--- config.mk ---
export PLATFORM = sky130hd
export DESIGN_NAME = text_screen_writer
export DESIGN_NICKNAME = d
export VERILOG_FILES = /design/src/rtl/text_screen_writer.sv
export SDC_FILE = /design/constraint.sdc
export NUM_CORES = 1
export LEC_CHECK = 0
export CORE_AREA = 2 2 91 111
export CTS_BUF_LIST = sky130_fd_sc_hd__clkbuf_8 sky130_fd_sc_hd__clkbuf_16
export DETAILED_ROUTE_END_ITERATION = 10
export DIE_AREA = 0 0 93 113
export PLACE_DENSITY = 0.9
export SYNTH_ARGS = -nofsm -noshare
export SYNTH_HDL_FRONTEND = slang
export SYNTH_SLANG_ARGS = --single-unit
--- constraint.sdc ---
create_clock -name CLK -period 5.1 [get_ports CLK]
set_input_delay 1.02 -clock CLK [delete_from_list [all_inputs] [get_ports CLK]]
set_output_delay 1.02 -clock CLK [all_outputs]
set_load 0.05 [all_outputs]
--- src/rtl/text_screen_writer.sv ---
// Turns the keyboard command stream into character RAM writes. It tracks the cursor and
// scrolls the screen by rotating the top row and blanking the row that is reused.
module text_screen_writer #(
   parameter int unsigned COLS        = 80,
   parameter int unsigned ROWS        = 30,
   parameter int unsigned COL_W       = 7,
   parameter int unsigned ROW_W       = 5,
   parameter int unsigned ADDR_W      = 12,
   parameter logic [7:0]  CLEAR_COLOR = 8'h07
) (
   input  logic              CLK,
   input  logic              RST,
   input  logic [7:0]        ASCII_IN,
   input  logic [7:0]        COLOR_IN,
   input  logic [1:0]        COMMAND_IN,
   output logic              WR_EN,
   output logic [ADDR_W-1:0] WR_ADDR,
   output logic [15:0]       WR_DATA,
   output logic [ROW_W-1:0]  CURSOR_ROW,
   output logic [COL_W-1:0]  CURSOR_COL,
   output logic [ROW_W-1:0]  TOP_ROW,
   output logic              BUSY,
   output logic              DROP
);

   localparam int unsigned CELLS = COLS * ROWS;
   localparam logic [1:0] CMD_DISP = 2'b00;
   localparam logic [1:0] CMD_DEL  = 2'b01;
   localparam logic [1:0] CMD_NL   = 2'b10;
   localparam logic [1:0] CMD_NULL = 2'b11;
   localparam logic [15:0] BLANK = {CLEAR_COLOR, 8'h20};

   typedef enum logic [1:0] {StInit, StIdle, StClrRow} state_e;

   state_e             state_q, state_d;
   logic [ADDR_W-1:0]  clr_cnt_q, clr_cnt_d;
   logic [ADDR_W-1:0]  clr_base_q, clr_base_d;
   logic [ROW_W-1:0]   row_q, row_d;
   logic [COL_W-1:0]   col_q, col_d;
   logic [ROW_W-1:0]   top_q, top_d;
   logic               wr_en_q, wr_en_d;
   logic [ADDR_W-1:0]  wr_addr_q, wr_addr_d;
   logic [15:0]        wr_data_q, wr_data_d;
   logic               busy_q, busy_d;
   logic               drop_q, drop_d;
   logic               advance;

   // Physical RAM address of a logical cursor position, given the current top row.
   function automatic logic [ADDR_W-1:0] cell_addr(input logic [ROW_W-1:0] top,
                                                   input logic [ROW_W-1:0] row,
                                                   input logic [COL_W-1:0] col);
      logic [ROW_W:0]   sum;
      logic [ROW_W-1:0] phys;
      sum = {1'b0, top} + {1'b0, row};
      if (sum >= (ROW_W + 1)'(ROWS)) begin
         sum = sum - (ROW_W + 1)'(ROWS);
      end
      phys = sum[ROW_W-1:0];
      return ADDR_W'(phys) * ADDR_W'(COLS) + ADDR_W'(col);
   endfunction

   always_comb begin
      state_d    = state_q;
      clr_cnt_d  = clr_cnt_q;
      clr_base_d = clr_base_q;
      row_d      = row_q;
      col_d      = col_q;
      top_d      = top_q;
      wr_en_d    = 1'b0;
      wr_addr_d  = '0;
      wr_data_d  = '0;
      drop_d     = 1'b0;
      advance    = 1'b0;

      unique case (state_q)
         StInit: begin
            wr_en_d   = 1'b1;
            wr_addr_d = clr_cnt_q;
            wr_data_d = BLANK;
            drop_d    = (COMMAND_IN != CMD_NULL);
            if (clr_cnt_q == ADDR_W'(CELLS - 1)) begin
               clr_cnt_d = '0;
               state_d   = StIdle;
            end else begin
               clr_cnt_d = clr_cnt_q + ADDR_W'(1);
            end
         end

         StClrRow: begin
            wr_en_d   = 1'b1;
            wr_addr_d = clr_base_q + clr_cnt_q;
            wr_data_d = BLANK;
            drop_d    = (COMMAND_IN != CMD_NULL);
            if (clr_cnt_q == ADDR_W'(COLS - 1)) begin
               clr_cnt_d = '0;
               state_d   = StIdle;
            end else begin
               clr_cnt_d = clr_cnt_q + ADDR_W'(1);
            end
         end

         StIdle: begin
            unique case (COMMAND_IN)
               CMD_DISP: begin
                  wr_en_d   = 1'b1;
                  wr_addr_d = cell_addr(top_q, row_q, col_q);
                  wr_data_d = {COLOR_IN, ASCII_IN};
                  if (col_q < COL_W'(COLS - 1)) begin
                     col_d = col_q + COL_W'(1);
                  end else begin
                     col_d   = '0;
                     advance = 1'b1;
                  end
               end
               CMD_NL: begin
                  col_d   = '0;
                  advance = 1'b1;
               end
               CMD_DEL: begin
                  if (col_q != '0) begin
                     col_d     = col_q - COL_W'(1);
                     wr_en_d   = 1'b1;
                     wr_addr_d = cell_addr(top_q, row_q, col_q - COL_W'(1));
                     wr_data_d = BLANK;
                  end else if (row_q != '0) begin
                     row_d     = row_q - ROW_W'(1);
                     col_d     = COL_W'(COLS - 1);
                     wr_en_d   = 1'b1;
                     wr_addr_d = cell_addr(top_q, row_q - ROW_W'(1), COL_W'(COLS - 1));
                     wr_data_d = BLANK;
                  end
               end
               CMD_NULL: ;
            endcase

            if (advance) begin
               if (row_q < ROW_W'(ROWS - 1)) begin
                  row_d = row_q + ROW_W'(1);
               end else begin
                  // Scroll: the old top row becomes the new bottom line and is blanked.
                  top_d      = (top_q == ROW_W'(ROWS - 1)) ? '0 : top_q + ROW_W'(1);
                  clr_base_d = ADDR_W'(top_q) * ADDR_W'(COLS);
                  clr_cnt_d  = '0;
                  state_d    = StClrRow;
               end
            end
         end

         default: state_d = StInit;
      endcase

      busy_d = (state_d != StIdle);
   end

   always_ff @(posedge CLK) begin
      if (RST) begin
         state_q    <= StInit;
         clr_cnt_q  <= '0;
         clr_base_q <= '0;
         row_q      <= '0;
         col_q      <= '0;
         top_q      <= '0;
         wr_en_q    <= 1'b0;
         wr_addr_q  <= '0;
         wr_data_q  <= '0;
         busy_q     <= 1'b1;
         drop_q     <= 1'b0;
      end else begin
         state_q    <= state_d;
         clr_cnt_q  <= clr_cnt_d;
         clr_base_q <= clr_base_d;
         row_q      <= row_d;
         col_q      <= col_d;
         top_q      <= top_d;
         wr_en_q    <= wr_en_d;
         wr_addr_q  <= wr_addr_d;
         wr_data_q  <= wr_data_d;
         busy_q     <= busy_d;
         drop_q     <= drop_d;
      end
   end

   assign WR_EN      = wr_en_q;
   assign WR_ADDR    = wr_addr_q;
   assign WR_DATA    = wr_data_q;
   assign CURSOR_ROW = row_q;
   assign CURSOR_COL = col_q;
   assign TOP_ROW    = top_q;
   assign BUSY       = busy_q;
   assign DROP       = drop_q;

endmodule

==> results.cfg <==
[synth]
yosys_register_bits = 70
async_flop_share_pct = 0
synth_flop_cell = dfxtp_1
synth_top_family_by_area = simple AND/OR/NAND/NOR gates
synth.top_cell.area_share_pct = 26.6
synth_xor_area_share_pct = 8.30
synthMuxAreaShare_pct = 0.830
syn_nets = 731
synth_compound_area_share_pct = 20.8
synthDistinctLibCells = 67
yosysTopAreaCell = dfxtp_1
synth-edff-count = 0
syn-cell-area_sq_um = 5280
synth_area_per_cell_sq_um = 8.22
synth_most_common_cell = dfxtp_1
yosys.area_share.simple_pct = 21.7
ys_seq_area_share_pct = 26.6
synth-adder-area-share_pct = 17.5
synthTopCellsByArea = dfxtp_1 27%, ha_1 14%, a21oi_1 5.0%
netlist_instances = 642
ys_warn_count = 0
synthTopCellsByCount = 70 x dfxtp_1, 63 x nand2_1, 61 x ha_1, 53 x a21oi_1, 49 x nor2_1

[power_and_ir_drop]
powerDensity_nw_per_um2 = 201
ir_worst_vdd_mv = 0.154
power_leakage_nw = 2.66

[die]
start_util_pct = 56.3
die_x_um = 93
ios = 68
core-area_sq_um = 9370
die-area_sq_um = 10500
rows = 39
die_h_um = 113

[placement]
place.gp.congestion = 0.969
dp_cells = 803
port_buffers = 67
dp_hpwl_um = 10200

[final_layout]
nets = 780
synthToLayoutAreaGrowth_pct = 19.7
antenna_cells = 0
final_cells = 819
fillers = 789
utilization_pct = 67.4
drive_above_1_share_pct = 6.18

[grt]
grt_pass1_wl_um = 23700
track_usage_pct = 28.0
grt_pass1_vias = 5021
grt_max_degree = 32
grt_overflow = 0
antenna_found_initial = 0

[cts]
cts.clk_slew.worst_paths_ps = 60
numCtsBuffers = 9
postCtsSetupBuffers = 0
cts_num_sinks = 70
cts-root-buf = clkbuf_16
clk_path_buf_depth = 2
hold_buffers = 0
clk_latency_ps = 340
cts_tree = built
cts_resized = 0
htree_levels = 3

[timing]
slew_headroom_pct = 44.8
hold_violations = 0
tightest_slew_ps = 828
grt_setup_unrepaired = false
slew_violations = 0
period_minus_slack_ps = 4810
min_period_over_period_pct = 94.3
fmax_mhz = 208
setup_viol = 0
skew_ps = 8.60
fin_setup_tns_ps = 0

[setup_path]
slowest_stage = fa_1
worst-setup-path-type = reg2reg
path_cells = inv_1 -> ha_1 -> xor2_1 -> ha_1 -> or2_1 -> and3_4 -> o22a_1 -> a221oi_4 -> a31o_4 -> ha_1 -> ha_1 -> fa_1 -> nand3_1 -> nand2b_1 -> nor2_1 -> a21oi_1 -> a21o_1 -> o311a_1 -> o22ai_1
crit_fanout = 9
crit_top_cell = ha_1
crit_path_start_kind = flip-flop
worstSetupEndpointType = flip-flop
slowest_delay_ps = 550
path_delay_family = adder cells
crit_arrival_ps = 5070
crit_buf_inv = 1
worstPathRequired_ps = 5370

[flow_run]
cap_violations = 0

[route]
drtPass1Iterations = 5
dr_total_vias = 4971
via_per_inst = 6.07
drtAntennaViolNets = 0
drc = 0
routed_wirelength_um = 14100
routedWlPerCell_um = 17.2
drt_iter0_markers = 280

[hold_path]
hold_path.class = reg2reg

[run_status]
outcome = finished clean
==> layout make-up <==
type	instances	area [sq um]	area share [%]
flip-flops and latches	70	1400	22.2
repair buffers	72	708	11.2
clock inverters	7	72.6	1.15
clock buffers	9	225	3.57
multi-input cells	514	3660	58.0
inverters	24	90.1	1.43
well taps	123	154	2.44
==> metrics by stage <==
stage | setup slack, ps | cell area [sq um] | hold WS, ps | power, mW
floorplan | 259 | 5280 | 436 | 0.612
global route | 76.6 | 6310 | 479 | 1.30
detailed placement | 256 | 6000 | 449 | 0.644
finish | 293 | 6310 | 458 | 1.27
global placement | 462 | 6000 | 452 | 0.642
CTS | 240 | 6300 | 459 | 1.28
==> final timing paths <==
| path | cells after the start | slack (ps) | end | from |
|---|---|---|---|---|
| worst max register to register | 19 | 290 | WR_ADDR[11]$_SDFF_PP0_ | CURSOR_ROW[1]$_SDFFE_PP0P_ |
| worst min register to register | 2 | 460 | clr_base_q[10]$_SDFFE_PP0P_ | clr_base_q[10]$_SDFFE_PP0P_ |
| worst min-delay path | 2 | 460 | clr_base_q[10]$_SDFFE_PP0P_ | clr_base_q[10]$_SDFFE_PP0P_ |
| worst max-delay path | 19 | 290 | WR_ADDR[11]$_SDFF_PP0_ | CURSOR_ROW[1]$_SDFFE_PP0P_ |
==> registers in the layout, indices dropped and copies added (netlist names) <==
signal,flops
WR_EN,1
clr_cnt_q,12
clr_base_q,8
state_q,2
WR_DATA,16
TOP_ROW,5
CURSOR_ROW,5
WR_ADDR,12
DROP,1
CURSOR_COL,7
BUSY,1
==> report_power, final <==
group	internal, mW	switching, mW
Clock	0.379	0.255
Combinational	0.0316	0.0454
Sequential	0.553	0.00433
==> kinds of logic after synthesis <==
group,count (synthesis)
adder cells (fa/ha/maj),69
XOR/XNOR,47
AO/OA/AOI/OAI,164
flip-flops,70
multiplexers,3
buffers and inverters,58
AND/OR/NAND/NOR,231
==> tightest hold or removal path: stages (launching register included) <==
cell and delay [ps]:
dfxtp_1 310, nand2_1 50, a21oi_1 50
==> layer usage <==
layer	vias to the layer above	track usage (%)	share of wire, %
met5	-	0	0
met4	0	12.9	4.1
met3	43	5.33	6.3
met2	209	48.6	49
met1	2337	33.1	41
li1	2382	-	-
==> cell usage in the layout (no fill, tap or decap), types with 5 or more instances in the layout <==
| master | n |
|---|---|
| nand2b_1 | 10 |
| nor2b_1 | 7 |
| nor2_1 | 49 |
| or2_2 | 7 |
| and3_1 | 9 |
| a21o_1 | 16 |
| nor3_1 | 16 |
| a22oi_1 | 7 |
| a211oi_1 | 5 |
| nand3_1 | 24 |
| ha_1 | 61 |
| clkdlybuf4s50_1 | 67 |
| dfxtp_1 | 70 |
| clkbuf_16 | 9 |
| fa_1 | 8 |
| inv_1 | 24 |
| xor2_1 | 24 |
| nand4_1 | 9 |
| o21ai_0 | 29 |
| xnor2_1 | 19 |
| a31oi_1 | 5 |
| nand2_1 | 63 |
| and2_1 | 15 |
| buf_4 | 5 |
| a21oi_1 | 53 |
(Power assumes the default switching activity.)
